`src/rtl/core_demux_pkg.sv`:
```
// Shared types, MMIO offsets and address decode for the core data-port demultiplexer.
package core_demux_pkg;

  typedef enum logic [1:0] {
    TGT_PERIPH = 2'd0,
    TGT_LOCAL  = 2'd1,
    TGT_STACK  = 2'd2,
    TGT_TCDM   = 2'd3
  } target_e;

  localparam int unsigned NUM_TARGETS = 4;

  localparam logic [7:0] MMIO_EXIT_OFS = 8'h00;
  localparam logic [7:0] MMIO_PUTC_OFS = 8'h04;

  // Priority decode: HWPE bit first, then the MMIO page, then the low 16 MiB stack.
  function automatic target_e decode_target(input logic [31:0] addr,
                                            input logic [4:0]  hwpe_bit,
                                            input logic [23:0] mmio_page);
    target_e tgt;
    if (addr[hwpe_bit]) begin
      tgt = TGT_PERIPH;
    end else if (addr[31:8] == mmio_page) begin
      tgt = TGT_LOCAL;
    end else if (addr[31:24] == 8'h00) begin
      tgt = TGT_STACK;
    end else begin
      tgt = TGT_TCDM;
    end
    return tgt;
  endfunction

endpackage

```
`src/rtl/core_demux_id_fifo.sv`:
```
// Small FIFO of target IDs for issued-but-unanswered requests; exposes head, tail,
// full and empty so the demux can keep responses in issue order.
module core_demux_id_fifo
  import core_demux_pkg::*;
#(
  parameter int unsigned DEPTH = 2
) (
  input  logic    clk_i,
  input  logic    rst_ni,
  input  logic    push_i,
  input  target_e data_i,
  input  logic    pop_i,
  output target_e head_o,
  output target_e tail_o,
  output logic    full_o,
  output logic    empty_o
);

  localparam int unsigned PTR_W = (DEPTH > 1) ? $clog2(DEPTH) : 1;
  localparam int unsigned CNT_W = $clog2(DEPTH + 1);

  logic [PTR_W-1:0] rd_ptr_reg, wr_ptr_reg;
  logic [CNT_W-1:0] count_reg, count_next;
  target_e          tail_reg;
  target_e          mem_reg [DEPTH];
  logic             do_push, do_pop;

  function automatic logic [PTR_W-1:0] ptr_inc(input logic [PTR_W-1:0] p);
    return (p == PTR_W'(DEPTH - 1)) ? '0 : p + PTR_W'(1);
  endfunction

  assign empty_o = (count_reg == '0);
  assign full_o  = (count_reg == CNT_W'(DEPTH));
  assign do_push = push_i & ~full_o;
  assign do_pop  = pop_i & ~empty_o;
  assign head_o  = mem_reg[rd_ptr_reg];
  // Tail is tracked separately so the same-target check never needs ptr-1 arithmetic.
  assign tail_o  = tail_reg;

  always_comb begin
    count_next = count_reg;
    if (do_push && !do_pop) begin
      count_next = count_reg + CNT_W'(1);
    end else if (!do_push && do_pop) begin
      count_next = count_reg - CNT_W'(1);
    end
  end

  always_ff @(posedge clk_i or negedge rst_ni) begin
    if (!rst_ni) begin
      rd_ptr_reg <= '0;
      wr_ptr_reg <= '0;
      count_reg  <= '0;
      tail_reg   <= TGT_PERIPH;
    end else begin
      if (do_push) begin
        wr_ptr_reg <= ptr_inc(wr_ptr_reg);
        tail_reg   <= data_i;
      end
      if (do_pop) begin
        rd_ptr_reg <= ptr_inc(rd_ptr_reg);
      end
      count_reg <= count_next;
    end
  end

  always_ff @(posedge clk_i) begin
    if (do_push) begin
      mem_reg[wr_ptr_reg] <= data_i;
    end
  end

endmodule

```
`src/rtl/core_data_demux.sv`:
```
// Routes the core data port to HWPE periph, stack, TCDM or a local MMIO sink, and
// returns responses strictly in issue order via an outstanding target-ID FIFO.
module core_data_demux
  import core_demux_pkg::*;
#(
  parameter int unsigned HWPE_ADDR_BASE_BIT = 20,
  parameter int unsigned MAX_OUTSTANDING    = 2,
  parameter logic [31:0] MMIO_BASE          = 32'h8000_0000
) (
  input  logic        clk_i,
  input  logic        rst_ni,
  input  logic        data_req_i,
  input  logic        data_we_i,
  input  logic [3:0]  data_be_i,
  input  logic [31:0] data_addr_i,
  input  logic [31:0] data_wdata_i,
  output logic        data_gnt_o,
  output logic        data_rvalid_o,
  output logic [31:0] data_rdata_o,
  output logic        data_err_o,
  output logic        periph_req_o,
  output logic        periph_wen_o,
  output logic [3:0]  periph_be_o,
  output logic [31:0] periph_add_o,
  output logic [31:0] periph_data_o,
  input  logic        periph_gnt_i,
  input  logic        periph_r_valid_i,
  input  logic [31:0] periph_r_data_i,
  output logic        stack_req_o,
  output logic        stack_wen_o,
  output logic [3:0]  stack_be_o,
  output logic [31:0] stack_add_o,
  output logic [31:0] stack_data_o,
  input  logic        stack_gnt_i,
  input  logic        stack_r_valid_i,
  input  logic [31:0] stack_r_data_i,
  output logic        tcdm_req_o,
  output logic        tcdm_wen_o,
  output logic [3:0]  tcdm_be_o,
  output logic [31:0] tcdm_add_o,
  output logic [31:0] tcdm_data_o,
  input  logic        tcdm_gnt_i,
  input  logic        tcdm_r_valid_i,
  input  logic [31:0] tcdm_r_data_i,
  output logic [31:0] exit_code_o,
  output logic        exit_valid_o,
  output logic        putc_valid_o,
  output logic [7:0]  putc_char_o,
  output logic        protocol_err_o
);

  localparam logic [4:0]  HWPE_BIT  = 5'(HWPE_ADDR_BASE_BIT);
  localparam logic [23:0] MMIO_PAGE = MMIO_BASE[31:8];

  target_e                sel_tgt, head_tgt, tail_tgt;
  logic                   fifo_full, fifo_empty;
  logic                   can_issue, push, pop, local_grant;
  logic [7:0]             mmio_ofs;
  logic [NUM_TARGETS-1:0] tgt_gnt, tgt_rvalid, rvalid_expected, rvalid_stray;
  logic [31:0]            tgt_rdata [NUM_TARGETS];

  logic        local_rvalid_reg;
  logic [31:0] local_rdata_reg, local_rdata_next;
  logic [31:0] exit_code_reg;
  logic        exit_valid_reg;
  logic        putc_valid_reg, putc_valid_next;
  logic [7:0]  putc_char_reg;
  logic        protocol_err_reg;

  assign sel_tgt  = decode_target(data_addr_i, HWPE_BIT, MMIO_PAGE);
  assign mmio_ofs = data_addr_i[7:0];

  // Only one target may be in flight at a time, so a target switch waits for the drain.
  assign can_issue = ~fifo_full & (fifo_empty | (tail_tgt == sel_tgt));

  assign periph_req_o  = data_req_i & can_issue & (sel_tgt == TGT_PERIPH);
  assign periph_wen_o  = ~data_we_i;
  assign periph_be_o   = data_be_i;
  assign periph_add_o  = data_addr_i;
  assign periph_data_o = data_wdata_i;

  assign stack_req_o   = data_req_i & can_issue & (sel_tgt == TGT_STACK);
  assign stack_wen_o   = ~data_we_i;
  assign stack_be_o    = data_be_i;
  assign stack_add_o   = data_addr_i;
  assign stack_data_o  = data_wdata_i;

  assign tcdm_req_o    = data_req_i & can_issue & (sel_tgt == TGT_TCDM);
  assign tcdm_wen_o    = ~data_we_i;
  assign tcdm_be_o     = data_be_i;
  assign tcdm_add_o    = {8'h00, data_addr_i[23:0]};
  assign tcdm_data_o   = data_wdata_i;

  assign tgt_gnt[TGT_PERIPH]    = periph_gnt_i;
  assign tgt_gnt[TGT_LOCAL]     = 1'b1;
  assign tgt_gnt[TGT_STACK]     = stack_gnt_i;
  assign tgt_gnt[TGT_TCDM]      = tcdm_gnt_i;

  assign tgt_rvalid[TGT_PERIPH] = periph_r_valid_i;
  assign tgt_rvalid[TGT_LOCAL]  = local_rvalid_reg;
  assign tgt_rvalid[TGT_STACK]  = stack_r_valid_i;
  assign tgt_rvalid[TGT_TCDM]   = tcdm_r_valid_i;

  assign tgt_rdata[TGT_PERIPH]  = periph_r_data_i;
  assign tgt_rdata[TGT_LOCAL]   = local_rdata_reg;
  assign tgt_rdata[TGT_STACK]   = stack_r_data_i;
  assign tgt_rdata[TGT_TCDM]    = tcdm_r_data_i;

  assign data_gnt_o  = data_req_i & can_issue & tgt_gnt[sel_tgt];
  assign push        = data_gnt_o;
  assign local_grant = push & (sel_tgt == TGT_LOCAL);

  // A response is accepted only from the target at the FIFO head; anything else is stray.
  for (genvar gi = 0; gi < NUM_TARGETS; gi++) begin : g_rsp
    assign rvalid_expected[gi] = tgt_rvalid[gi] & ~fifo_empty & (head_tgt == target_e'(gi));
    assign rvalid_stray[gi]    = tgt_rvalid[gi] & ~rvalid_expected[gi];
  end

  assign pop           = |rvalid_expected;
  assign data_rvalid_o = pop;
  assign data_rdata_o  = tgt_rdata[head_tgt];
  assign data_err_o    = 1'b0;

  core_demux_id_fifo #(
    .DEPTH (MAX_OUTSTANDING)
  ) u_id_fifo (
    .clk_i   (clk_i),
    .rst_ni  (rst_ni),
    .push_i  (push),
    .data_i  (sel_tgt),
    .pop_i   (pop),
    .head_o  (head_tgt),
    .tail_o  (tail_tgt),
    .full_o  (fifo_full),
    .empty_o (fifo_empty)
  );

  always_comb begin
    local_rdata_next = local_rdata_reg;
    putc_valid_next  = 1'b0;
    if (local_grant) begin
      local_rdata_next = (!data_we_i && (mmio_ofs == MMIO_EXIT_OFS)) ? exit_code_reg : 32'h0;
      putc_valid_next  = data_we_i && (mmio_ofs == MMIO_PUTC_OFS);
    end
  end

  always_ff @(posedge clk_i or negedge rst_ni) begin
    if (!rst_ni) begin
      local_rvalid_reg <= 1'b0;
      local_rdata_reg  <= 32'h0;
      exit_code_reg    <= 32'hFFFF_FFFF;
      exit_valid_reg   <= 1'b0;
      putc_valid_reg   <= 1'b0;
      putc_char_reg    <= 8'h00;
      protocol_err_reg <= 1'b0;
    end else begin
      local_rvalid_reg <= local_grant;
      local_rdata_reg  <= local_rdata_next;
      putc_valid_reg   <= putc_valid_next;
      if (putc_valid_next) begin
        putc_char_reg <= data_wdata_i[7:0];
      end
      if (local_grant && data_we_i && (mmio_ofs == MMIO_EXIT_OFS)) begin
        exit_code_reg  <= data_wdata_i;
        exit_valid_reg <= 1'b1;
      end
      protocol_err_reg <= protocol_err_reg | (|rvalid_stray);
    end
  end

  assign exit_code_o    = exit_code_reg;
  assign exit_valid_o   = exit_valid_reg;
  assign putc_valid_o   = putc_valid_reg;
  assign putc_char_o    = putc_char_reg;
  assign protocol_err_o = protocol_err_reg;

endmodule

```
`config.mk`:
```
export PLATFORM = sky130hd
export DESIGN_NAME = core_data_demux
export DESIGN_NICKNAME = d
export VERILOG_FILES = /design/src/rtl/core_demux_pkg.sv /design/src/rtl/core_demux_id_fifo.sv /design/src/rtl/core_data_demux.sv
export SDC_FILE = /design/constraint.sdc
export NUM_CORES = 1
export LEC_CHECK = 0
export ABC_AREA = 0
export BUFFER_PORTS_ARGS = -buffer_cell sky130_fd_sc_hd__clkbuf_2
export CAP_MARGIN = 20
export CORE_AREA = 2 2 182 184
export CTS_CLUSTER_DIAMETER = 30
export CTS_CLUSTER_SIZE = 20
export DETAILED_ROUTE_END_ITERATION = 7
export DIE_AREA = 0 0 184 186
export HOLD_SLACK_MARGIN = 0.1
export SLEW_MARGIN = 20
export SYNTH_ARGS = -nofsm -noshare
export SYNTH_HDL_FRONTEND = slang
export SYNTH_SLANG_ARGS = --single-unit
```
`constraint.sdc`:
```
create_clock -name clk_i -period 7.83 [get_ports clk_i]
set_clock_uncertainty 0.2 [all_clocks]
set_input_delay 1.9575 -clock clk_i [delete_from_list [all_inputs] [get_ports clk_i]]
set_output_delay 1.9575 -clock clk_i [all_outputs]
set_load 0.005 [all_outputs]
```
==> Word level (Yosys, flattened, before mapping) <==
Memories as Yosys holds them, arrays and structs flattened.
Index checks and enable logic that the tools add are counted.
{ "classes": {"eq_ne": 10, "n_reduce_logical": 17, "mux": 16, "add_sub_neg": 4, "bitwise_logic": 31, "order_cmp": 2} }
{ "ops": {"columns": ["cell", "n"], "rows": [
  ["$mux 32", 3],
  ["$bmux 32 s2", 1],
  ["$eq 24x24->1 const B", 1],
  ["$and 1x1->1", 21],
  ["$logic_not 8->1", 2],
  ["$eq 2x2->1 const B", 5],
  ["$eq 8x3->1 const B", 1],
  ["$mux 2", 4],
  ["$reduce_or 4->1", 2],
  ["$mux 1", 7],
  ["$not 1->1", 7],
  ["$logic_and 1x1->1", 6],
  ["$logic_not 2->1", 3],
  ["$eq 2x1->1 const B", 2],
  ["$ge 3x3->1 const B", 1],
  ["$logic_not 1->1", 3],
  ["$lt 2x3->1 const B", 1],
  ["$not 2->3", 1],
  ["$add 1x1->1 const B", 2],
  ["$add 2x1->2 const B", 1],
  ["$bmux 1 s2", 1],
  ["$eq 2x2->1", 1],
  ["$or 1x1->1", 2],
  ["$reduce_bool 2->1", 1],
  ["$sub 2x1->2 const B", 1]
]} }
{ "totals": {"wordCells": 92, "memories": 1, "inputBits": 174, "register_bits": 82, "mem_bits_rw": 4, "output_inout_bits": 288} }
{ "mem_list": {"columns": ["name", "depth", "width", "rd", "rd_ports_with_merged_regs", "wr", "line_no", "rtl"], "rows": [
  ["u_id_fifo.mem_reg", 2, 2, 1, 0, 1, "core_demux_id_fifo.sv:25", "target_e mem_reg [DEPTH];"]
]} }

==> Depth between registers and ports, before layout <==
Gate-level depths: netlist of the first run.
{ "logic_depth": {"ltp_word": 14, "ltp_mapped": 9, "ltp_nobuf": 9} }

==> Modules after synthesis <==
From an unflattened synthesis of the first run, not the netlist that was laid out.
{ "hier_totals": {"cells_unflattened": 558, "area_unflattened_um2": 6319.8} }
{ "modules_own_cells": {"columns": ["mod", "cells_per_inst", "n_inst", "area_each_um2", "seq_area_each_um2"], "rows": [
  ["core_data_demux", 529, 1, 5884.4, 1941.9],
  ["core_demux_id_fifo", 29, 1, 435.4, 270.3]
]} }

==> Worst setup path before layout of the first run <==
No wires, ideal clock.
{ "synth_path": {"path_kind": "input to output", "from": "input port data_addr_i[20]", "to": "output port stack_req_o", "path_stages": 6, "arrival_time_ns": 3.639, "setup_slack_ns": 2.034, "path_cell_list": "or4_1 nor4_1 a21oi_1 xor2_1 a21oi_1 and3_1"} }
{ "synth_between": {"elab_chain_len": 8, "elab_cells_between_ends": 9} }
{ "synth_rtl": {"columns": ["element", "line_no", "rtl"], "rows": [
  ["start: declaration", "core_data_demux.sv:15", "input logic [31:0] data_addr_i,"],
  ["$eq 24x24->1", "core_demux_pkg.sv:23", "end else if (addr[31:8] == mmio_page) begin"],
  ["$mux 2", "core_demux_pkg.sv:23", null],
  ["$mux 2 *", "core_demux_pkg.sv:21", "if (addr[hwpe_bit]) begin"],
  ["named net sel_tgt[1]", "core_data_demux.sv:55", "target_e sel_tgt, head_tgt, tail_tgt;"],
  ["$eq 2x2->1", "core_data_demux.sv:74", "assign can_issue = ~fifo_full & (fifo_empty | (tail_tgt == sel_tgt));"],
  ["$or 1x1->1", "core_data_demux.sv:74", null],
  ["$and 1x1->1", "core_data_demux.sv:74", null],
  ["$and 1x1->1", "core_data_demux.sv:82", "assign stack_req_o = data_req_i & can_issue & (sel_tgt == TGT_STACK);"],
  ["$and 1x1->1 *", "core_data_demux.sv:82", null],
  ["end: declaration", "core_data_demux.sv:29", "output logic stack_req_o,"]
]} }
The timed path passes the listed nets; every way through them passes the cells marked *.

==> Worst setup path in the final report of the first run <==
{ "layout_path": {"from": "input port data_addr_i[9]", "to": "output port data_gnt_o"} }
{ "layout_between": {"elab_chain_len": 8, "elab_cells_between_ends": 10} }
{ "layout_rtl": {"columns": ["element", "line_no", "rtl"], "rows": [
  ["$eq 24x24->1 *", "core_demux_pkg.sv:23", null],
  ["$mux 2 *", "core_demux_pkg.sv:23", null],
  ["$mux 2 *", "core_demux_pkg.sv:21", null],
  ["$eq 2x2->1", "core_data_demux.sv:74", null],
  ["$or 1x1->1", "core_data_demux.sv:74", null],
  ["$and 1x1->1", "core_data_demux.sv:74", null],
  ["$and 1x1->1", "core_data_demux.sv:109", "assign data_gnt_o = data_req_i & can_issue & tgt_gnt[sel_tgt];"],
  ["$and 1x1->1 *", "core_data_demux.sv:109", null],
  ["end: declaration", "core_data_demux.sv:17", "output logic data_gnt_o,"]
]} }
Mark *: on every way between the ends. The rest lies on a longest branch, timed or not. The select of a mux whose other input is x is not followed.

==> results.md, run 1 <==
- The repair_antennas step left the layout with diodes totalling 0.
- The via count of the first global-routing pass is 4504.
- The TritonCTS clock tree is done.
- The area of placed instances is 7230 sq um.
- The min-delay analysis places its worst path in the category reg2reg.
- Among all flip-flop cells after synthesis, the most frequent one is dfrtp_1.
- In the global route stage, overall resource usage came out at 0.110.
- Synthesis produced a netlist whose cell count is 560.
- Setup repair after global routing left no endpoint under its margin.
- The maximum clock path buffer count is 2.
- The vias after detailed routing is 4804.
- The average wire per standard cell is 16.3 um.
- The H-tree level count is 3.
- The initial cell density of the core is 0.190.
- Pin placement for this block handled 462 I/O pins.
- The cell row count is 66.
- For this block, the initial DRC count from the detailed router was 145.
- For the pin with the worst max-slew slack, the measured transition is 0.965 ns.
- Derived from the worst setup path, the maximum achievable clock frequency is 158 MHz.
- The initial antenna violation count came to 0.
- In this run, synthesis inferred 4 flip-flops with an integrated enable.
- The total placed cells including tap cells is 1186.
- The final cell count without fillers is 1202.
- The total negative setup slack is 0 ns.
- Once routing completed, OpenROAD measured the worst setup slack at 1.51 ns.
- The quantity of hold-fixing buffers added after cts is 0.
- The floorplan die area is 34200 sq um.
- The share of the Yosys chip area taken by registers is 0.362.
- Power spread over the standard cell area amounts to 196 nW/um^2.
- VDD sags by at most 122 uV.
- The DRC violations left is 0.
- After detailed routing, the total wire length is 19600 um.
- The proportion of register bits with asynchronous set or reset after synthesis is 0.953.
- Of the cells placed in the final design, the portion with a size suffix greater than 1 is 0.707.
- By area the synthesized netlist is led by buf_4, dfrtp_1, dfstp_2.
- Counting I/O delays and the setup requirement, the final critical path takes 6.32 ns.
- The area added between synthesis and finish is 23.9%.
- At the worst endpoint, the arrival time is 4.16 ns.
- For this block, wires on met1 add up to 8100 um.
- The data required time of the worst path is 5.67 ns.
- Entering global routing, the biggest net connects 50 pins.
- Buffers inserted during clock tree synthesis total 9.
- In this run the standard cell core region covers 32200 sq um.
- In the finished design, the share of the clock period the worst path needs comes to 0.807.
- The number of nets in the final layout is 964.
- The number of hold-slack violations in the final timing report is 0.
- During placement, the flow inserted port buffers numbering 436.
- The HPWL reported at the end of detailed placement is 15500 um.
- The setup check on the worst reg-to-reg path leaves a slack of 4.04 ns.
- The number of clock sinks is 86.
- The routability congestion estimate from global placement is 0.845.
- The clock-pin slew on the worst setup and hold paths is 0.06 ns.
- The worst slack at placement is 1.47 ns.
- Before antenna repair, the detailed router went through 4 iterations.
- The later pin in the worst-skew pair is clocked with a latency of 0.35 ns.
- Of the post-synthesis cell area, the dominant cell type holds 0.254.
- The number of nets with antenna violations after routing is 0.
- The top layer used by detailed routing is met4.
- The sort of element at the end of the critical path is an output port.
- The horizontal extent of the die is 184 um.
- The layout has 3492 filler cells.
- The routed wire length on met2 is 9480 um.
- After clock tree synthesis, the repair step resized 0 gates.
- The routed design uses 1520 um of met3 wire.
- For this run the aggregate overflow at the end of global routing stands at 0.
- Max-cap violations in this run came to 0.
- The kind of start point of the critical path is a primary input.
- The cell at the root of the clock tree is clkbuf_16.
- The average cell area after synthesis is 10.9 sq um.
- The total leakage power is 4.13 nW.
- The first-pass GRT wire length is 27400 um.
- The relative max-transition margin is 0.356.
- After detailed routing, the number of vias per cell comes to 4.00.
- The number of warnings reported in the yosys synthesis log is 0.
- The cell type contributing the most total cell area after synthesis is buf_4.
- Along the worst path, the maximum fanout reaches 4.
- The synthesized netlist occupies a cell area of 6110 sq um.
- The final cell area excluding filler cells is 7570 sq um.
- The classification of the worst setup path is in2out.
- Setup violations remaining at the end of the flow were counted as 0.
- The final-report max-slew violation count was 0.
- The vertical die dimension is 186 um.
- The run finished with clean final reports.
- The number of distinct standard cells referenced by the synthesized netlist is 46.
- The buffer count from post-CTS setup fixing is 0.
- The number of storage elements in the synthesis netlist is 86.
## cells in the mapped netlist (3+ instances only)
master      n
or4_1       5
mux2_4     29
dfrtp_1    50
nand3_1    33
dfstp_2    32
edfxtp_1    4
mux2_1     13
inv_1       4
nor2_1      6
nand2_1    69
buf_2       3
buf_4     207
nor4_1      5
clkbuf_1   17
xor2_1      4
mux4_2     33
a21oi_1     5
or3_1       5
buf_6       3
## cells by family after synthesis
kind of cell,Yosys count,synth area share
xor+xnor,6,0.00860
mux,77,0.220
other cells,1,0.000614
buf+inv,234,0.275
simple gates,142,0.114
flops,86,0.362
compound gates,13,0.0170
fa+ha+maj,1,0.00205
## power by group
group / internal, mW / switching [mW]
Sequential: 0.467 / 0.0267
Clock: 0.307 / 0.191
Combinational: 0.253 / 0.237
Total: 1.03 / 0.454
## final timing paths
check	from	endpoint	cells past startpoint
setup reg to reg	u_id_fifo.count_reg[0]$_DFFE_PN0P_	exit_code_o[31]$_DFFE_PN1P_	7
hold reg to reg	local_rdata_reg[17]$_DFFE_PN0P_	local_rdata_reg[17]$_DFFE_PN0P_	2
min in group asynchronous	rst_ni	putc_char_o[1]$_DFFE_PN0P_	1
max in group asynchronous	rst_ni	local_rdata_reg[16]$_DFFE_PN0P_	2
hold / removal	local_rdata_reg[17]$_DFFE_PN0P_	local_rdata_reg[17]$_DFFE_PN0P_	2
setup / recovery	data_addr_i[9]	data_gnt_o	7
## critical path, stage by stage
cell,delay (ns)
clkbuf_2,0.11
or4_1,0.62
nor4_1,0.30
nor4b_2,0.38
o311ai_1,0.23
a221oi_1,0.38
clkbuf_2,0.19
## layout by cell type (no fill, tap or decap), drive strengths merged, types with 5 or more instances in the layout
| cell | count |
|---|---|
| nand3 | 34 |
| mux4 | 33 |
| or3 | 5 |
| or4 | 6 |
| dfrtp | 50 |
| clkbuf | 446 |
| dfstp | 32 |
| nor4 | 5 |
| buf | 5 |
| conb | 9 |
| a21oi | 5 |
| nand2 | 69 |
| nor2 | 6 |
| mux2 | 42 |
## metrics by stage
stage / util / total power, mW / hold slack [ns]
after floorplan: - / 0.823 / 0.233
after global placement: 0.224 / 0.992 / 0.250
after detailed placement: 0.224 / 1.00 / 0.254
after CTS: 0.235 / 1.52 / 0.269
after global routing: 0.235 / 1.57 / 0.289
final: 0.235 / 1.48 / 0.263
## layout make-up
class / count / area (sq um) / area share
sequential: 86 / 2210 / 0.292
clock inverter: 5 / 78.8 / 0.0104
clock buffer: 11 / 264 / 0.0349
tap: 408 / 510 / 0.0674
timing repair buffer: 440 / 2210 / 0.293
multi-input combinational: 248 / 2270 / 0.300
inverter: 4 / 15.0 / 0.00198
## metal layers
layer	global-route usage	vias to the layer above
met5	0	-
met4	0.0432	0
met3	0.0282	30
met2	0.178	257
met1	0.141	2339
li1	-	2178
Power figures use the tool's default switching activity.
==> inputs of run 2 (changes only) <==
--- a/config.mk
+++ b/config.mk
@@ -8,11 +8,11 @@
 export ABC_AREA = 0
 export BUFFER_PORTS_ARGS = -buffer_cell sky130_fd_sc_hd__clkbuf_2
 export CAP_MARGIN = 20
-export CORE_AREA = 2 2 182 184
+export CORE_AREA = 2 2 181 183
 export CTS_CLUSTER_DIAMETER = 30
 export CTS_CLUSTER_SIZE = 20
 export DETAILED_ROUTE_END_ITERATION = 7
-export DIE_AREA = 0 0 184 186
+export DIE_AREA = 0 0 183 185
 export HOLD_SLACK_MARGIN = 0.1
 export SLEW_MARGIN = 20
 export SYNTH_ARGS = -nofsm -noshare
==> constraint.sdc (replaced) <==
create_clock -name clk_i -period 5.2 [get_ports clk_i]
set_clock_uncertainty 0.2 [all_clocks]
set_input_delay 1.3 -clock clk_i [delete_from_list [all_inputs] [get_ports clk_i]]
set_output_delay 1.3 -clock clk_i [all_outputs]
set_load 0.005 [all_outputs]
==> run 2 against run 1 <==
Die area is 1.1% lower. Sequential share of layout area is 0.096 points lower. Setup slack worse by 1.2 ns. Register-to-register slack worse by 1.9 ns. Global-route usage is 0.14 points lower. Power is 49% higher.
==> results.md, run 2 (synthesis results as in run 1) <==
- The total leakage power is 4.15 nW (+0.41%).
- The maximum clock path buffer count is 2 (unchanged).
- The final hold slack came to 0.265 ns (+0.00214 ns).
- The core outline area was 32000 sq um (-0.51%).
- Setup repair after global routing left no endpoint under its margin.
- The number of nets in the final layout is 969 (+0.52%).
- The largest fanout on the critical path is 5 (+1).
- The largest voltage drop on the vdd net was 157 uV (+29%).
- Leaving out fill and tap cells, the most frequent cells in the layout are clkbuf_2, nand2_1, dfrtp_1.
- The largest net degree at the start of global routing is 59 (+18%).
- The latest clock arrival within the worst-skew pair came to 0.34 ns (about the same).
- The routability congestion estimate from global placement was 0.838 (-0.79%).
- The overall track demand over capacity in global routing is 0.109 (-0.00144).
- The port buffer count is 436 (unchanged).
- Leaving out fill and tap cells, the most frequent cell in the layout is clkbuf_2.
- The number of ports placed on the die boundary is 462 (unchanged).
- The quantity of hold-fixing buffers added after cts came to 0 (unchanged).
- TritonCTS built the clock tree.
- The H-tree level count is 3 (unchanged).
- The count of routing violations after the opening detailed-route iteration is 198 (+37%).
- The critical path is of the in2out type.
- The vias after detailed routing is 4741 (-1.3%).
- The share of layout cells above drive strength 1 is 0.708 (+0.00184).
- The fill cell total of the finished layout is 3472 (-0.57%).
- The cell row count is 66 (unchanged).
- The clock-pin slew on the worst setup and hold paths came to 0.07 ns (about the same).
- The relative max-transition margin is 0.348 (-0.00856).
- The DRC violations left is 0 (unchanged).
- The max-capacitance violation count is 0 (unchanged).
- The total negative setup slack is 0 ns (unchanged).
- The actual transition at the worst max-transition pin was 0.958 ns (-0.00653 ns).
- The arrival time reported for the critical path endpoint is 3.43 ns (-0.73 ns).
- The average wire per standard cell is 16.0 um (-1.5%).
- The class of the tightest hold or removal check is reg2reg.
- The number of clock sinks is 86 (unchanged).
- The wire length after detailed routing is 19400 um (-1.1%).
- The via density per instance is 3.92 (-1.8%).
- STA classifies the critical path endpoint as an output port.
- The final-report max-slew violation count is 0 (unchanged).
- The vertical die dimension is 185 um (-0.54%).
- The initial cell density of the core is 0.191 (+0.000978).
- The total overflow reported by the global router is 0 (unchanged).
- The total CTS buffers is 9 (unchanged).
- The first-pass iteration count of the detailed router is 4 (unchanged).
- The floorplan die area is 33900 sq um (-1.1%).
- The final critical-path share of the clock period is 0.948.
- The buffer count from post-CTS setup fixing is 0 (unchanged).
- The number of gates given a new drive strength after cts is 0 (unchanged).
- The HPWL reported at the end of detailed placement came to 15600 um (+0.41%).
- The number of hold-slack violations in the final timing report is 0 (unchanged).
- The run finished with clean final reports.
- The final setup violation count came to 0 (unchanged).
- The area added between synthesis and finish is 24.3%.
- The achievable clock frequency is 203 MHz.
- The data required time of the worst path is 3.70 ns (-1.97 ns).
- The cell at the root of the clock tree is clkbuf_16.
- The initial antenna violation count is 1 (+1).
- The total power density per cell area is 291 nW/um^2 (+49%).
- The via count of the first global-routing pass was 4541 (+0.82%).
- The number of nets with antenna violations after routing is 0 (unchanged).
- The kind of start point of the critical path is a primary input.
- The first-pass GRT wire length is 27500 um (+0.23%).
- The post-route minimum period is 4.93 ns.
- The horizontal extent of the die is 183 um (-0.54%).
[run 2: final timing paths]
path,to,depth (start not counted),from,slack [ns]
worst max-delay path,stack_req_o,8,data_addr_i[12],0.27
worst min-delay path,protocol_err_o$_DFF_PN0_,2,protocol_err_o$_DFF_PN0_,0.26
worst max register to register,putc_char_o[4]$_DFFE_PN0P_,7,u_id_fifo.count_reg[0]$_DFFE_PN0P_,2.18
worst min register to register,protocol_err_o$_DFF_PN0_,2,protocol_err_o$_DFF_PN0_,0.26
max in group asynchronous,exit_code_o[18]$_DFFE_PN1P_,2,rst_ni,3.06
min in group asynchronous,exit_valid_o$_DFFE_PN0P_,1,rst_ni,0.84
[run 2: routing by layer]
layer	track usage	routed length, um
met1	0.142	8440
met2	0.180	9570
met3	0.0254	1110
met4	0.0288	243
met5	0	0
[run 2: through the flow]
stage	cell area [sq um]	setup WS [ns]	cells	util	power, mW
2_1_floorplan	6140	0.719	568	-	1.24
5_1_grt	7590	0.135	1207	0.237	2.35
6_report	7590	0.270	1208	0.237	2.21
4_1_cts	7590	0.256	1207	0.237	2.27
3_5_place_dp	7260	0.265	1191	0.227	1.50
3_3_place_gp	7260	0.348	1191	0.227	1.49
[run 2: final cells by class]
class | count | area [sq um] | share of cell area
Inverter | 4 | 15.0 | 0.00198
Sequential cell | 86 | 2210 | 0.291
Multi-Input combinational cell | 248 | 2270 | 0.300
Tap cell | 408 | 510 | 0.0672
Timing Repair Buffer | 445 | 2250 | 0.297
Clock inverter | 7 | 103 | 0.0135
Clock buffer | 9 | 225 | 0.0297
Antenna cell | 1 | 2.50 | 0.000329
[run 2: power breakdown]
| part | total (mW) | switching, mW | internal, mW |
|---|---|---|---|
| registers | 0.744 | 0.0412 | 0.703 |
| clock network | 0.735 | 0.305 | 0.430 |
| logic | 0.728 | 0.344 | 0.384 |
| total | 2.21 | 0.691 | 1.52 |
[run 2: worst max-delay path: stages]
cell and delay [ns]:
clkbuf_2 0.12, or4_1 0.56, nor4_1 0.38, a21oi_1 0.24
xor2_1 0.36, a21oi_1 0.15, and3_1 0.21, clkbuf_2 0.10
